$ cat config.mk
export PLATFORM = sky130hd
export DESIGN_NAME = cram_port_arbiter_flat
export DESIGN_NICKNAME = d
export VERILOG_FILES = /design/src/rtl/cram_port_arbiter_if.sv /design/src/rtl/cram_port_arbiter.sv /design/src/flat_wrapper.sv
export SDC_FILE = /design/constraint.sdc
export NUM_CORES = 1
export LEC_CHECK = 0
export CAP_MARGIN = 0
export CORE_UTILIZATION = 30
export CTS_CLUSTER_DIAMETER = 60
export DETAILED_ROUTE_END_ITERATION = 10
export SKIP_LAST_GASP = 1
export SLEW_MARGIN = 20
export SYNTH_ARGS = -nofsm -noshare
export SYNTH_HDL_FRONTEND = slang
export SYNTH_SLANG_ARGS = --single-unit
$ cat constraint.sdc
create_clock -name CLK -period 2.1 [get_ports CLK]
set_input_delay 0.525 -clock CLK [delete_from_list [all_inputs] [get_ports CLK]]
set_output_delay 0.525 -clock CLK [all_outputs]
set_load 0.01 [all_outputs]
$ cat src/rtl/cram_port_arbiter_if.sv
// Bundle of client-side and burst-unit-side signals for the Cellular RAM port arbiter.
// The arbiter uses the slave view; whoever drives the requesters and the burst unit uses master.
interface cram_port_arbiter_if;
   // Client side: two ports packed side by side, port i in slice i
   logic [1:0]  Req;
   logic [1:0]  Write;
   logic [39:0] Addr;
   logic [7:0]  Len;
   logic [31:0] WData;
   logic [1:0]  Gnt;
   logic [1:0]  Ack;
   logic [15:0] RData;
   logic [1:0]  Done;
   logic        Err;
   logic        Ready;
   // Burst-unit side
   logic        MemCE;
   logic        MemCfg;
   logic        MemWrite;
   logic [19:0] MemAddr;
   logic [3:0]  MemLen;
   logic [15:0] MemWData;
   logic [15:0] MemRData;
   logic        MemYield;
   logic        MemFinished;

   modport slave (
      input  Req, Write, Addr, Len, WData, MemRData, MemYield, MemFinished,
      output Gnt, Ack, RData, Done, Err, Ready,
             MemCE, MemCfg, MemWrite, MemAddr, MemLen, MemWData
   );

   modport master (
      output Req, Write, Addr, Len, WData, MemRData, MemYield, MemFinished,
      input  Gnt, Ack, RData, Done, Err, Ready,
             MemCE, MemCfg, MemWrite, MemAddr, MemLen, MemWData
   );
endinterface

$ cat src/rtl/cram_port_arbiter.sv
// Round-robin two-port arbiter and sequencer in front of the Cellular RAM burst unit:
// configures the unit after reset, then grants, starts and watches one burst at a time.
module cram_port_arbiter #(
   parameter int TIMEOUT      = 64,
   parameter bit CFG_ON_RESET = 1'b1
) (
   input  logic                CLK,
   input  logic                RST_N,
   cram_port_arbiter_if.slave  bus,
   output logic [2:0]          dbg_state_o
);

   localparam int WD_W = $clog2(TIMEOUT + 1);

   typedef enum logic [2:0] {
      CFG_START = 3'd0,
      CFG_WAIT  = 3'd1,
      IDLE      = 3'd2,
      START     = 3'd3,
      XFER      = 3'd4,
      RELEASE   = 3'd5
   } state_e;

   state_e          state_q;
   logic            last_q;
   logic [1:0]      gnt_q;
   logic [1:0]      ack_q;
   logic [1:0]      done_q;
   logic            err_q;
   logic            ready_q;
   logic            ce_q;
   logic            cfg_q;
   logic            wr_q;
   logic [19:0]     addr_q;
   logic [3:0]      len_q;
   logic [15:0]     rdata_q;
   logic [4:0]      cnt_q;
   logic [WD_W-1:0] wd_q;

   logic            pick;
   logic            sel_write;
   logic [19:0]     sel_addr;
   logic [3:0]      sel_len;
   logic            wd_expired;

   // On a tie the port that did not win last time goes first
   always_comb begin
      pick = bus.Req[1];
      if (bus.Req == 2'b11) begin
         pick = ~last_q;
      end
      sel_write = bus.Write[pick];
      sel_addr  = pick ? bus.Addr[39:20] : bus.Addr[19:0];
      sel_len   = pick ? bus.Len[7:4]    : bus.Len[3:0];
   end

   assign wd_expired = (wd_q == WD_W'(TIMEOUT - 1));

   always_ff @(posedge CLK or negedge RST_N) begin
      if (!RST_N) begin
         state_q <= CFG_ON_RESET ? CFG_START : IDLE;
         last_q  <= 1'b1;
         gnt_q   <= 2'b00;
         ack_q   <= 2'b00;
         done_q  <= 2'b00;
         err_q   <= 1'b0;
         ready_q <= 1'b0;
         ce_q    <= 1'b0;
         cfg_q   <= 1'b0;
         wr_q    <= 1'b0;
         addr_q  <= '0;
         len_q   <= '0;
         rdata_q <= '0;
         cnt_q   <= '0;
         wd_q    <= '0;
      end else begin
         // Pulses default low; the watchdog restarts unless a waiting state extends it
         ce_q   <= 1'b0;
         cfg_q  <= 1'b0;
         ack_q  <= 2'b00;
         done_q <= 2'b00;
         wd_q   <= '0;
         case (state_q)
            CFG_START: begin
               ce_q    <= 1'b1;
               cfg_q   <= 1'b1;
               state_q <= CFG_WAIT;
            end
            CFG_WAIT: begin
               if (bus.MemFinished) begin
                  ready_q <= 1'b1;
                  state_q <= IDLE;
               end else if (!bus.MemYield) begin
                  if (wd_expired) begin
                     err_q   <= 1'b1;
                     ready_q <= 1'b1;
                     state_q <= IDLE;
                  end else begin
                     wd_q <= wd_q + 1'b1;
                  end
               end
            end
            IDLE: begin
               if (bus.Req != 2'b00) begin
                  gnt_q   <= pick ? 2'b10 : 2'b01;
                  last_q  <= pick;
                  wr_q    <= sel_write;
                  addr_q  <= sel_addr;
                  len_q   <= sel_len;
                  cnt_q   <= (sel_len == 4'd0) ? 5'd16 : {1'b0, sel_len};
                  state_q <= START;
               end
            end
            START: begin
               ce_q    <= 1'b1;
               state_q <= XFER;
            end
            XFER: begin
               // Yields beyond the captured length are not acknowledged
               if (bus.MemYield && (cnt_q != 5'd0)) begin
                  ack_q <= gnt_q;
                  cnt_q <= cnt_q - 5'd1;
                  if (!wr_q) begin
                     rdata_q <= bus.MemRData;
                  end
               end
               if (bus.MemFinished) begin
                  done_q  <= gnt_q;
                  gnt_q   <= 2'b00;
                  state_q <= RELEASE;
               end else if (!bus.MemYield) begin
                  if (wd_expired) begin
                     err_q   <= 1'b1;
                     done_q  <= gnt_q;
                     gnt_q   <= 2'b00;
                     state_q <= RELEASE;
                  end else begin
                     wd_q <= wd_q + 1'b1;
                  end
               end
            end
            RELEASE: begin
               state_q <= IDLE;
            end
            default: begin
               state_q <= IDLE;
            end
         endcase
      end
   end

   assign bus.Gnt      = gnt_q;
   assign bus.Ack      = ack_q;
   assign bus.RData    = rdata_q;
   assign bus.Done     = done_q;
   assign bus.Err      = err_q;
   assign bus.Ready    = ready_q;
   assign bus.MemCE    = ce_q;
   assign bus.MemCfg   = cfg_q;
   assign bus.MemWrite = wr_q;
   assign bus.MemAddr  = addr_q;
   assign bus.MemLen   = len_q;
   // Write data goes straight through from whichever port holds the grant
   assign bus.MemWData = gnt_q[1] ? bus.WData[31:16] : bus.WData[15:0];
   assign dbg_state_o  = state_q;

endmodule

$ cat src/flat_wrapper.sv
// flat-port wrapper written by rule: the top's interface ports become plain ports
module cram_port_arbiter_flat 
#(
   parameter int TIMEOUT      = 64,
   parameter bit CFG_ON_RESET = 1'b1
)
  (CLK, RST_N, dbg_state_o, bus_Req, bus_Write, bus_Addr, bus_Len, bus_WData, bus_MemRData, bus_MemYield, bus_MemFinished, bus_Gnt, bus_Ack, bus_RData, bus_Done, bus_Err, bus_Ready, bus_MemCE, bus_MemCfg, bus_MemWrite, bus_MemAddr, bus_MemLen, bus_MemWData);
  cram_port_arbiter_if bus_i ();
  input  logic CLK;
  input  logic RST_N;
  output logic [2:0] dbg_state_o;
  input wire logic [$bits(bus_i.Req)-1:0] bus_Req;
  input wire logic [$bits(bus_i.Write)-1:0] bus_Write;
  input wire logic [$bits(bus_i.Addr)-1:0] bus_Addr;
  input wire logic [$bits(bus_i.Len)-1:0] bus_Len;
  input wire logic [$bits(bus_i.WData)-1:0] bus_WData;
  input wire logic [$bits(bus_i.MemRData)-1:0] bus_MemRData;
  input wire logic [$bits(bus_i.MemYield)-1:0] bus_MemYield;
  input wire logic [$bits(bus_i.MemFinished)-1:0] bus_MemFinished;
  output wire logic [$bits(bus_i.Gnt)-1:0] bus_Gnt;
  output wire logic [$bits(bus_i.Ack)-1:0] bus_Ack;
  output wire logic [$bits(bus_i.RData)-1:0] bus_RData;
  output wire logic [$bits(bus_i.Done)-1:0] bus_Done;
  output wire logic [$bits(bus_i.Err)-1:0] bus_Err;
  output wire logic [$bits(bus_i.Ready)-1:0] bus_Ready;
  output wire logic [$bits(bus_i.MemCE)-1:0] bus_MemCE;
  output wire logic [$bits(bus_i.MemCfg)-1:0] bus_MemCfg;
  output wire logic [$bits(bus_i.MemWrite)-1:0] bus_MemWrite;
  output wire logic [$bits(bus_i.MemAddr)-1:0] bus_MemAddr;
  output wire logic [$bits(bus_i.MemLen)-1:0] bus_MemLen;
  output wire logic [$bits(bus_i.MemWData)-1:0] bus_MemWData;
  assign bus_i.Req = bus_Req;
  assign bus_i.Write = bus_Write;
  assign bus_i.Addr = bus_Addr;
  assign bus_i.Len = bus_Len;
  assign bus_i.WData = bus_WData;
  assign bus_i.MemRData = bus_MemRData;
  assign bus_i.MemYield = bus_MemYield;
  assign bus_i.MemFinished = bus_MemFinished;
  assign bus_Gnt = bus_i.Gnt;
  assign bus_Ack = bus_i.Ack;
  assign bus_RData = bus_i.RData;
  assign bus_Done = bus_i.Done;
  assign bus_Err = bus_i.Err;
  assign bus_Ready = bus_i.Ready;
  assign bus_MemCE = bus_i.MemCE;
  assign bus_MemCfg = bus_i.MemCfg;
  assign bus_MemWrite = bus_i.MemWrite;
  assign bus_MemAddr = bus_i.MemAddr;
  assign bus_MemLen = bus_i.MemLen;
  assign bus_MemWData = bus_i.MemWData;
  cram_port_arbiter #(.TIMEOUT(TIMEOUT), .CFG_ON_RESET(CFG_ON_RESET)) u_core (.CLK(CLK), .RST_N(RST_N), .bus(bus_i), .dbg_state_o(dbg_state_o));
endmodule
==> reports/qor.txt <==
status = complete, no violations
Worst VDD drop = 0.568 mV
CP Data Arrival Time = 1.56 ns
RePlAce Congestion = 0.745
nets = 575
crit path launch type = register
wire per inst = 14.1 um
slew at the pin with the worst max-slew slack = 0.440 ns
initial antenna violation count = 0
CTS tree = yes
Rel. slew slack = 0.705
total negative slack = 0 ns
Final ANT Viol Nets = 0
n_diodes = 0
Crit. Startpoint = u_core.bus.Gnt[1]$_DFFE_PN0P_
crit end category = output port
io pins = 174
total grt overflow = 0
max cap viols = 0
largest net degree at the start of global routing = 68
H-tree depth = 3
final setup vio count = 0
port bufs = 173
critical path type = reg -> out
Netlist cell types = 45
first-pass GRT wire length = 13.7 mm
Avg Inst Size Synth = 11.5 um^2
CTS Root Cell = clkbuf_8
placed instance count = 592
Fmax = 0.479 GHz
Post-synth EDFFs = 0
final worst-path cycle share = 0.994
Seq/Total Area, Yosys = 0.524
Slew Limit Fails = 0
Rows = 37
Die Width = 105 um
FFs w/ async S/R, synth = 1.00
Critical R2R Capture = u_core.bus.RData[4]$_DFFE_PN0P_
Top FF cell, synth = dfrtp_1
PD cells = 1140 mW/mm^2
Ys Warns = 0
# fillers = 929
worst slack, placed = -0.116 ns
DRT iter0 DRCs = 68
DIE AREA = 0.0111 mm^2
Critical R2R Launch = u_core.cnt_q[0]$_DFFE_PN0P_
detailed-route via count = 2744
Final Non-Filler Cells = 609
Power Total = 0.00613 W
Via density = 4.51
Worst-Skew Late Latency = 0.33 ns
Net Count, Synth = 385
worst min path class = in -> async
Reg clk slew, reported paths = 0.07 ns
vias in the first global route = 2787
unrepaired setup endpoints after global routing = true
Hold Vio Cnt, Final = 0
layout cell share with drive strength beyond 1 = 0.171
CP required = 1.57 ns
Initial Util = 0.310
# clock sinks = 67
Mapped Cells = 279
DP Wirelength = 6.43 mm
drt pass-1 iters = 4
synthesized cell area = 0.00320 mm^2
Total Routed Length = 8.60 mm
Final Critical Period = 2.09 ns
overall routing resource usage = 0.157
Reg2Reg Depth = 7
number of buffers created by CTS = 9
final core occ = 0.523
flops & latches, synth = 67
CP max FO = 10
hold buffer count at cts = 0
Worst Skew = 0.00522 ns
Area Overhead vs Synth = 68.4%
# DRC = 0
Die Ht = 105 um
core area = 0.0103 mm^2
CTS max path bufs = 2
R2R Setup Slk = 0.27 ns
final worst slack = 0.0133 ns
leak pwr = 2.34 nW
## layer usage
metal,GRT usage,wire [um],up-vias
met2,0.270,4290,88
li1,-,-,1355
met4,0.0392,95,0
met1,0.189,3660,1293
met5,0,0,-
met3,0.0507,548,8
## cells in the final DEF (no fill, tap or decap), types with 3 or more instances in the layout
cell type,netlist,routed
clkdlybuf4s50_1,0,156
nand3_1,3,3
mux2_4,10,10
buf_12,1,5
a21oi_1,5,5
buf_4,4,15
clkinv_2,0,3
inv_1,6,6
and2_1,5,5
dlygate4sd2_1,0,8
mux2_2,23,23
clkdlybuf4s15_1,0,3
o22ai_1,4,4
dfrtp_1,66,66
o21ai_0,29,29
nand2_1,35,35
clkbuf_8,0,10
nor2_1,15,15
xnor2_1,3,3
mux2i_1,25,25
nor3_1,3,3
clkbuf_2,0,5
## worst max path at each step
stage                             endpoint  slack [ns]
after floorplan           bus_MemWData[10]        0.13
after global placement    bus_MemWData[11]       -0.11
after detailed placement  bus_MemWData[10]       -0.12
after CTS                  bus_MemWData[0]        -0.1
after global routing       bus_MemWData[3]       -0.03
final                     bus_MemWData[12]        0.01
## final cells by class
cell class | count | area [um^2] | area share
clock inverters | 3 | 15.0 | 0.00278
repair buffers | 194 | 1940 | 0.359
flip-flops and latches | 67 | 1680 | 0.311
well taps | 136 | 170 | 0.0315
multi-input cells | 191 | 1430 | 0.265
inverters | 6 | 22.5 | 0.00417
clock buffers | 12 | 145 | 0.0269
## through the flow
| stage | hold WS [ns] | cell area [um^2] |
|---|---|---|
| 2_1_floorplan | 0.229 | 3200 |
| 3_3_place_gp | 0.452 | 5230 |
| 3_5_place_dp | 0.454 | 5230 |
| 4_1_cts | 0.218 | 5400 |
| 5_1_grt | 0.226 | 5400 |
| 6_report | 0.212 | 5400 |
## state kept, by name, indices dropped and copies added, names as in the netlist
signal,cells
u_core.bus.MemCfg,1
u_core.wd_q,7
u_core.bus.Ack,2
u_core.bus.RData,16
u_core.bus.Err,1
u_core.bus.Ready,1
u_core.last_q,1
u_core.bus.Done,2
u_core.bus.MemLen,4
u_core.bus.MemCE,1
u_core.bus.MemWrite,1
u_core.cnt_q,5
u_core.bus.Gnt,2
u_core.bus.MemAddr,20
u_core.dbg_state_o,3
## timing repair
action	in CTS	in global routing
resized for setup	16	13
endpoints found under the setup margin	16	7
buffers inserted	0	1
cloned	1	0
## cell usage after synthesis, drive strengths merged, types with 2 or more instances
cell type | n | area share
o21a | 2 | 0.0047
xnor2 | 3 | 0.0082
nand2 | 35 | 0.041
a21oi | 5 | 0.0078
nor2 | 15 | 0.018
and2 | 5 | 0.0098
buf | 9 | 0.023
o22ai | 4 | 0.0078
o2bb2ai | 2 | 0.0055
nor3b | 2 | 0.0098
mux2 | 33 | 0.13
nor4 | 2 | 0.0039
and3 | 2 | 0.0039
nor2b | 2 | 0.0039
inv | 6 | 0.0070
clkbuf | 6 | 0.0070
ha | 2 | 0.0078
dfrtp | 66 | 0.52
nor3 | 3 | 0.0047
o21ai | 30 | 0.047
nand3 | 3 | 0.0047
mux2i | 25 | 0.078
nand2b | 2 | 0.0062
xor2 | 2 | 0.0055
## cells by family after synthesis
logic type	synth area share
simple gates	0.112
flops	0.524
mux	0.206
compound gates	0.0996
buf+inv	0.0375
xor+xnor	0.0137
fa+ha+maj	0.00781
## critical path, stage by stage (launching register included)
cell,delay [ns]
dfrtp_1,0.36
buf_4,0.13
buf_12,0.12
mux2_2,0.34
dlygate4sd2_1,0.28
## power breakdown
part | internal (W) | leakage (nW) | switching [W] | total (W)
clock network | 0.000449 | 0.0860 | 0.000463 | 0.000913
logic | 0.00184 | 1.42 | 0.00128 | 0.00312
registers | 0.00181 | 0.834 | 0.000288 | 0.00210
total | 0.00409 | 2.34 | 0.00203 | 0.00613
Power figures use the tool's default switching activity.
